[src/rtl/acknak_pkg.sv]
// ============================================================================
// acknak_pkg : shared encodings, state type and helpers for the ACK/NAK tracker
// Rev 1.0 : initial release
// ============================================================================
`default_nettype none

package acknak_pkg;

   localparam int SEQ_W = 12;

   localparam logic [1:0] ACKNAK_NONE = 2'b00;
   localparam logic [1:0] ACKNAK_ACK  = 2'b01;
   localparam logic [1:0] ACKNAK_NAK  = 2'b10;

   typedef enum logic [0:0] {
      IDLE   = 1'b0,
      REPLAY = 1'b1
   } state_t;

   // Replay word count minus one, truncated to the 12-bit num_to_rep field.
   function automatic logic [11:0] replay_words(input logic [31:0] n_tlp,
                                                input int          wpt);
      logic [31:0] w_prod;
      w_prod = n_tlp * $unsigned(wpt) - 32'd1;
      return w_prod[11:0];
   endfunction

endpackage

`default_nettype wire

[src/rtl/acknak_tracker_replay_timer.sv]
// ============================================================================
// acknak_tracker_replay_timer : idle-cycle counter with clear, enable and expiry
// Rev 1.0 : initial release
// ============================================================================
`default_nettype none

module acknak_tracker_replay_timer #(
   parameter int REPLAY_TIMER = 1000
) (
   input  logic clk,
   input  logic reset_n,
   input  logic i_clr,
   input  logic i_en,
   output logic o_expire
);

   localparam int            CW     = (REPLAY_TIMER > 1) ? $clog2(REPLAY_TIMER) : 1;
   localparam logic [CW-1:0] C_LAST = CW'(REPLAY_TIMER - 1);

   logic [CW-1:0] r_cnt;

   assign o_expire = i_en && !i_clr && (r_cnt == C_LAST);

   // Wraps back to zero on expiry so a suppressed timeout re-arms a full period.
   always_ff @(posedge clk or negedge reset_n) begin
      if (!reset_n) begin
         r_cnt <= '0;
      end else if (i_clr) begin
         r_cnt <= '0;
      end else if (i_en) begin
         r_cnt <= o_expire ? '0 : r_cnt + 1'b1;
      end
   end

endmodule

`default_nettype wire

[src/rtl/acknak_tracker.sv]
// ============================================================================
// acknak_tracker : sequence-number, ACK/NAK window and replay-timer bookkeeping
// Rev 1.0 : initial release
// ============================================================================
`default_nettype none

module acknak_tracker #(
   parameter int SEQ_W         = 12,
   parameter int WORDS_PER_TLP = 10,
   parameter int MAX_OUT       = 2048,
   parameter int REPLAY_TIMER  = 1000
) (
   input  logic             clk,
   input  logic             reset_n,
   input  logic             tlp_sent,
   input  logic             dllp_valid,
   input  logic             dllp_nak,
   input  logic [SEQ_W-1:0] dllp_seq,
   input  logic             replay_done,
   output logic [SEQ_W-1:0] next_seq,
   output logic [SEQ_W-1:0] ackd_seq,
   output logic [1:0]       acknak_o,
   output logic [11:0]      num_to_rep,
   output logic             to_o,
   output logic             seq_full,
   output logic             replay_busy,
   output logic             rollover_o,
   output logic             dllp_err
);

   import acknak_pkg::*;

   state_t           r_state,  w_state_nx;
   logic [SEQ_W-1:0] r_next_seq, w_next_seq_nx;
   logic [SEQ_W-1:0] r_ackd_seq, w_ackd_seq_nx;
   logic [SEQ_W-1:0] r_outstanding, w_outstanding_nx;
   logic [1:0]       r_acknak, w_acknak_nx;
   logic [11:0]      r_num_to_rep, w_num_to_rep_nx;
   logic             r_to, w_to_nx;
   logic             r_rollover, w_rollover_nx;
   logic             r_err, w_err_nx;
   logic [1:0]       r_replay_num, w_replay_num_nx;

   logic             w_full;
   logic             w_tlp_acc;
   logic [SEQ_W-1:0] w_out_tlp;
   logic [SEQ_W-1:0] w_d;
   logic [SEQ_W-1:0] w_rem;
   logic             w_in_win;
   logic             w_ack;
   logic             w_nak_live;
   logic             w_ack_fwd;
   logic             w_nak_ok;
   logic             w_dllp_hit;
   logic             w_expire;
   logic             w_timeout;
   logic             w_tmr_clr;
   logic             w_tmr_en;
   logic [1:0]       w_rnum_base;

   assign w_full = ({1'b0, r_outstanding} == (SEQ_W + 1)'(MAX_OUT));

   // A TLP sent in the same cycle as a DLLP is counted before the window check.
   assign w_tlp_acc  = tlp_sent && !w_full && (r_state == IDLE);
   assign w_out_tlp  = r_outstanding + SEQ_W'(w_tlp_acc);
   assign w_d        = dllp_seq - r_ackd_seq;
   assign w_rem      = w_out_tlp - w_d;
   assign w_in_win   = (w_d <= w_out_tlp);
   assign w_ack      = dllp_valid && !dllp_nak;
   assign w_nak_live = dllp_valid && dllp_nak && (r_state == IDLE);
   assign w_ack_fwd  = w_ack && w_in_win && (w_d != '0);
   assign w_nak_ok   = w_nak_live && w_in_win;
   assign w_dllp_hit = (w_ack || w_nak_live) && w_in_win;
   assign w_timeout  = w_expire && !w_dllp_hit;

   assign w_tmr_en   = (r_state == IDLE) && (r_outstanding != '0);
   assign w_tmr_clr  = w_ack_fwd || w_nak_ok || (r_state != IDLE) || (r_outstanding == '0);

   acknak_tracker_replay_timer #(
      .REPLAY_TIMER (REPLAY_TIMER)
   ) u_replay_timer (
      .clk      (clk),
      .reset_n  (reset_n),
      .i_clr    (w_tmr_clr),
      .i_en     (w_tmr_en),
      .o_expire (w_expire)
   );

   always_comb begin
      w_state_nx       = r_state;
      w_next_seq_nx    = r_next_seq + SEQ_W'(w_tlp_acc);
      w_ackd_seq_nx    = r_ackd_seq;
      w_outstanding_nx = w_out_tlp;
      w_acknak_nx      = ACKNAK_NONE;
      w_num_to_rep_nx  = r_num_to_rep;
      w_to_nx          = 1'b0;
      w_rollover_nx    = 1'b0;
      w_err_nx         = (w_ack || w_nak_live) && !w_in_win;
      w_replay_num_nx  = r_replay_num;
      // Forward progress on a NAK resets REPLAY_NUM before the replay entry counts.
      w_rnum_base      = (w_d != '0) ? 2'd0 : r_replay_num;

      if ((r_state == REPLAY) && replay_done) begin
         w_state_nx = IDLE;
      end

      if (w_ack_fwd) begin
         w_ackd_seq_nx    = dllp_seq;
         w_outstanding_nx = w_rem;
         w_acknak_nx      = ACKNAK_ACK;
         w_replay_num_nx  = 2'd0;
      end else if (w_nak_ok) begin
         w_ackd_seq_nx    = dllp_seq;
         w_outstanding_nx = w_rem;
         w_acknak_nx      = ACKNAK_NAK;
         w_replay_num_nx  = w_rnum_base;
         if (w_rem == '0) begin
            w_num_to_rep_nx = 12'd0;
         end else begin
            w_num_to_rep_nx = replay_words(32'(w_rem), WORDS_PER_TLP);
            w_state_nx      = REPLAY;
            w_replay_num_nx = w_rnum_base + 2'd1;
            w_rollover_nx   = (w_rnum_base == 2'd3);
         end
      end else if (w_timeout) begin
         w_to_nx         = 1'b1;
         w_num_to_rep_nx = replay_words(32'(w_out_tlp), WORDS_PER_TLP);
         w_state_nx      = REPLAY;
         w_replay_num_nx = r_replay_num + 2'd1;
         w_rollover_nx   = (r_replay_num == 2'd3);
      end
   end

   always_ff @(posedge clk or negedge reset_n) begin
      if (!reset_n) begin
         r_state       <= IDLE;
         r_next_seq    <= '0;
         r_ackd_seq    <= '1;
         r_outstanding <= '0;
         r_acknak      <= ACKNAK_NONE;
         r_num_to_rep  <= '0;
         r_to          <= 1'b0;
         r_rollover    <= 1'b0;
         r_err         <= 1'b0;
         r_replay_num  <= '0;
      end else begin
         r_state       <= w_state_nx;
         r_next_seq    <= w_next_seq_nx;
         r_ackd_seq    <= w_ackd_seq_nx;
         r_outstanding <= w_outstanding_nx;
         r_acknak      <= w_acknak_nx;
         r_num_to_rep  <= w_num_to_rep_nx;
         r_to          <= w_to_nx;
         r_rollover    <= w_rollover_nx;
         r_err         <= w_err_nx;
         r_replay_num  <= w_replay_num_nx;
      end
   end

   assign next_seq    = r_next_seq;
   assign ackd_seq    = r_ackd_seq;
   assign acknak_o    = r_acknak;
   assign num_to_rep  = r_num_to_rep;
   assign to_o        = r_to;
   assign seq_full    = w_full;
   assign replay_busy = (r_state == REPLAY);
   assign rollover_o  = r_rollover;
   assign dllp_err    = r_err;

endmodule

`default_nettype wire

[config.mk]
export PLATFORM = sky130hd
export DESIGN_NAME = acknak_tracker
export DESIGN_NICKNAME = d
export VERILOG_FILES = /design/src/rtl/acknak_pkg.sv /design/src/rtl/acknak_tracker_replay_timer.sv /design/src/rtl/acknak_tracker.sv
export SDC_FILE = /design/constraint.sdc
export NUM_CORES = 1
export LEC_CHECK = 0
export ABC_CLOCK_PERIOD_IN_PS = 4700
export CAP_MARGIN = 10
export CORE_MARGIN = 2
export CORE_UTILIZATION = 54
export CTS_BUF_LIST = sky130_fd_sc_hd__clkbuf_2
export DETAILED_ROUTE_END_ITERATION = 6
export GPL_ROUTABILITY_DRIVEN = 0
export PLACE_DENSITY = 0.8
export SLEW_MARGIN = 15
export SYNTH_ARGS = -nofsm -noshare
export SYNTH_HDL_FRONTEND = slang
export SYNTH_SLANG_ARGS = --single-unit
export TNS_END_PERCENT = 5
[constraint.sdc]
create_clock -name clk -period 4.7 [get_ports clk]
set_input_delay 0.94 -clock clk [delete_from_list [all_inputs] [get_ports clk]]
set_output_delay 0.94 -clock clk [all_outputs]
set_load 0.05 [all_outputs]
# == Yosys cells after proc, flatten, opt, wreduce, memory -nomap -nowiden ==
# Index checks and enable logic that the tools add are counted.
# totals
register_bits,66
in_bits,18
output_inout_bits,43
elab_cells,91
# classes
addsub,9
mul,2
order_cmp,1
eq_ne,4
muxes,29
bitwise_logic,2
n_reduce_logical,33
# ops
operator,count
$mux 12,7
$mux 10,3
$add 12x1->12,2
$logic_not 12->1,2
$mul 12x3->11 const B,2
$reduce_bool 12->1,2
$sub 12x1->12 const B,2
$sub 12x12->12,2
$logic_and 1x1->1,15
$mux 2,7
$eq 12x12->1 const B,1
$le 12x12->1,1
$mux 1,12
$add 10x1->10 const B,1
$eq 10x10->1 const B,1
$reduce_bool 2->1,3
$logic_not 1->1,5
$add 2x1->2 const B,2
$eq 2x2->1 const B,2
$logic_or 1x1->1,4
$reduce_bool 3->1,1
$not 1->1,2
$reduce_and 2->1,1

# == Logic depth before layout (Yosys ltp) ==
# logic_depth
depth_word,18
mapped_depth,29
mapped_depth_nobuf,28

# == Cells and area by module ==
# From an unflattened synthesis, not the netlist that was laid out.
# hier_totals
hier_cells,666
area_unflattened_um2,5758.0
# by_module_without_submodules
module,instances,cells_per_inst,area_each_um2,seq_area_each_um2
acknak_tracker,1,606,5195.0,1416.4
acknak_tracker_replay_timer,1,60,563.0,250.2

# == Worst setup path before layout ==
# No wires, ideal clock.
# synth_path
path_type,reg2reg
from,register r_outstanding[6]
to,register r_num_to_rep[11] (netlist: num_to_rep[11])
setup_ps,129
arrival_time_ps,5826
required_time_ps,4571
path_slack_ps,-1255
path_stages_with_launch,27
n_path_buf,0
synth_period_minus_slack_ps,5955
cell_sequence,dfrtp_1 nor4_1 nand3_1 nor2_1 nor3b_1 ha_1 inv_1 ha_1 inv_1 fa_1 inv_1 nor2_1 nor2_1 maj3_1 xor2_1 inv_1 ha_1 inv_1 fa_1 and2_1 nand3_1 or3_1 nor3_1 xnor2_1 xnor2_1 xor2_1 o21ai_0
# synth_between
elab_chain_cells,17
word_cells_on_any_way,33
cone_classes,add/sub (4); mul (2); order compare (1); eq/ne (1); mux (3); bitwise (1); reduce/logical (21)
# synth_lines
item,line_no,source
from (decl),acknak_tracker.sv:36,"logic [SEQ_W-1:0] r_outstanding, w_outstanding_nx;"
from (signal assigned),acknak_tracker.sv:150,r_outstanding <= w_outstanding_nx;
$eq 12x12->1 (*),acknak_tracker.sv:61,"assign w_full = ({1'b0, r_outstanding} == (SEQ_W + 1)'(MAX_OUT));"
net seq_full,acknak_tracker.sv:25,"output logic seq_full,"
$logic_not 1->1 (*),acknak_tracker.sv:64,assign w_tlp_acc = tlp_sent && !w_full && (r_state == IDLE);
$logic_and 1x1->1 (*) (2 in series),acknak_tracker.sv:64,
$add 12x1->12 (*),acknak_tracker.sv:65,assign w_out_tlp = r_outstanding + SEQ_W'(w_tlp_acc);
"parallel branches: the longest is 12 deep, another holds $sub 12x12->12",-,
to (signal assigned),acknak_tracker.sv:152,r_num_to_rep <= w_num_to_rep_nx;
to (decl),acknak_tracker.sv:38,"logic [11:0] r_num_to_rep, w_num_to_rep_nx;"
# Mark *: on every way through the listed nets, which the timed path passes. The select of a mux whose other input is x is not followed.
# A chain may end at the register's enable or synchronous reset.

# == Worst setup path in the final report ==
# layout_path
from,input tlp_sent
to,register r_num_to_rep[11] (netlist: num_to_rep[11])
# layout_between
elab_chain_cells,15
word_cells_on_any_way,28
cone_classes,add/sub (4); mul (2); order compare (1); mux (3); bitwise (1); reduce/logical (17)
# layout_lines
item,line_no,source
from (decl),acknak_tracker.sv:15,"input logic tlp_sent,"
$logic_and 1x1->1 (*) (2 in series),acknak_tracker.sv:64,
$add 12x1->12 (*),acknak_tracker.sv:65,
"parallel branches: the longest is 12 deep, another holds $sub 12x12->12",-,
# Mark *: on every way between the ends. The select of a mux whose other input is x is not followed.

==> results.json <==
{
  "rsz0062_at_grt": "yes",
  "fill_cells": 501,
  "yosysWarnings": 0,
  "regArea_um2": 1670,
  "place_hpwl_mm": 12.8,
  "drv_slew": 0,
  "max_freq_mhz": 182,
  "clkLatencyLatePin_ps": 600,
  "antenna_found_initial": 0,
  "cpMaxStageDelayCell": "clkdlybuf4s50_1",
  "tightestPinTransition_ps": 870,
  "yosysUniqueCellTypes": 71,
  "violations": "DRC, setup timing",
  "grt_pass1_vias": 6377,
  "layout.cells.most_common": "buf_4",
  "rows": 37,
  "fin_crit_ps": 5490,
  "start_util_pct": 54.9,
  "fp.dieW_um": 106,
  "cts_root_buffer": "clkbuf_2",
  "path_buf_inv": 3,
  "cap_violations": 0,
  "multi_input_area_um2": 4220,
  "grt-ovfl-total": 0,
  "crit_family": "simple AND/OR/NAND/NOR gates",
  "viasPerCell": 6.37,
  "crit_path_max_fanout": 3,
  "synth_edf_count": 0,
  "worst_clock_skew_ps": 46.6,
  "avgSynthCellArea_um2": 9.04,
  "start_kind": "input pin",
  "final_area_um2": 8520,
  "drt_iter0_drc": 707,
  "vias": 6495,
  "slowest_delay_ps": 480,
  "ys_seq_area_share_pct": 29.7,
  "path_cells": "clkdlybuf4s50_1 > nor3b_4 > ha_2 > buf_4 > nand2_4 > xnor2_4 > ha_4 > a21o_1 > o32ai_2 > nor2_2 > buf_4 > xnor2_1 > nor2_1 > ha_1 > nor2_1 > a2bb2oi_2 > or3_4 > nor3_4 > xnor2_2 > xnor2_1 > xor2_1 > o21ai_1",
  "io_buffers": 60,
  "cts_sinks": 66,
  "grt_max_degree": 36,
  "diodes": 0,
  "firstDrtPassIters": 7,
  "setup_viol": 46,
  "clk_pin_slew_ps": 240,
  "cp.required_ps": 5170,
  "core_um2": 10200,
  "critical_path_class": "in2reg",
  "final_cell_mix": "buf_4, clkdlybuf4s50_1, dfrtp_1",
  "hold_viol": 0,
  "worst_hold_path_type": "in2async",
  "io_pins": 61,
  "postPlaceCellArea_um2": 7760,
  "synthesis.instances": 621,
  "ys_seq_elements": 66,
  "area_growth_syn_to_layout_pct": 51.8,
  "htreeDepth": 3,
  "status": "complete, but fails checks",
  "syn_nets": 699,
  "final.setup.worst_slack_ps": -793,
  "ys.flop_type": "dfrtp_1",
  "drive_above_1_share_pct": 39.4,
  "dieArea_um2": 11200,
  "postSynth.asyncResetShare_pct": 100,
  "cts_buffers": 9,
  "synth_area_um2": 5610,
  "worstPathArrival_ps": 5960,
  "drc": 1,
  "grt_pass1_wl_mm": 31.0,
  "grt_usage_pct": 35.2,
  "avgRoutedWirePerCell_um": 21.9,
  "end_kind": "flop",
  "clockBufferDepth": 2,
  "wl_mm": 22.3,
  "cts_tree": "done",
  "finalCritPeriodShare_pct": 117,
  "die_y_um": 106,
  "ant_nets": 0,
  "nets": 957,
  "slew_headroom_pct": 42.0
}
through the flow:
step           instances  setup WS [ps]  setup TNS [ps]  hold slack [ps]  utilization (%)
3_3_place_gp         973           -941          -28720              461             75.9
6_report            1020           -793          -10870              423             83.3
2_1_floorplan        621           -518            -998              455                -
3_5_place_dp         973          -1170          -33480              465             75.9
5_1_grt             1020           -999          -22490              489             83.3
4_1_cts             1011           -337            -750              443             81.3
routing by layer:
metal	wire (µm)	vias up	global-route usage [%]
li1	-	2702	-
met3	2040	205	6.74
met2	10700	501	61.3
met1	7810	3087	39.3
met5	0	-	0
met4	1830	0	22.7
worst paths after layout:
path / slack, ps / to / cells past startpoint / start
min reg2reg: 480 / next_seq[11] / 1 / next_seq[11]
max: -790 / num_to_rep[11] / 22 / tlp_sent
max reg2reg: -770 / num_to_rep[11] / 24 / r_outstanding[0]
max in group asynchronous: 3300 / r_outstanding[10] / 2 / reset_n
min: 420 / acknak_o[0] / 1 / reset_n
min in group clk: 480 / next_seq[11] / 1 / next_seq[11]
logic make-up (layout without fill, tap and decap cells):
| kind of cell | after synthesis | after routing | share of synthesized area, % |
|---|---|---|---|
| XOR/XNOR | 89 | 89 | 15.2 |
| AO/OA/AOI/OAI | 119 | 119 | 13.9 |
| multiplexers | 20 | 20 | 3.90 |
| flip-flops | 66 | 66 | 29.7 |
| AND/OR/NAND/NOR | 206 | 206 | 19.0 |
| adder cells (fa/ha/maj) | 61 | 61 | 14.1 |
| buffers and inverters | 60 | 323 | 4.30 |
cells in the mapped netlist (all sizes together) (7+ instances only):
cell    number  area [µm²]
a21o        14         105
a21oi       34         178
and3         7        48.8
buf          8        46.3
clkbuf       7        26.3
dfrtp       54        1350
dfstp       12         315
ha          56         701
inv         45         169
mux2        15         169
nand2       39         146
nand2b       9        56.3
nand3       37         190
nand4        9        56.3
nor2        52         198
nor3        12        60.1
nor4         7        43.8
o21ai       29         145
xnor2       51         454
xor2        34         305
timing repair:
action,4_1_cts,5_1_grt
hold buffers,0,0
pin swaps,46,35
setup buffers,24,12
setup endpoints to repair,40,46
endpoints found under the hold margin,0,0
resized for setup,50,30
cloned,0,0
registers in the layout, summed over array words and instances, names as in the netlist:
name,cells
ackd_seq,12
next_seq,12
num_to_rep,12
r_outstanding,12
u_replay_timer.r_cnt,10
acknak_o,2
r_replay_num,2
dllp_err,1
replay_busy,1
rollover_o,1
to_o,1
final cells by class:
class                           count  area share [%]
Tap cell                          136            2.00
Inverter                           45            2.01
Clock buffer                       10           0.587
Clock inverter                      6            1.06
Multi-Input combinational cell    495            49.6
Sequential cell                    66            19.6
Timing Repair Buffer              262            25.2
Power is left out: the tool's default activity adds up to more than one toggle a clock period on the data nets, which glitch-free logic cannot reach.
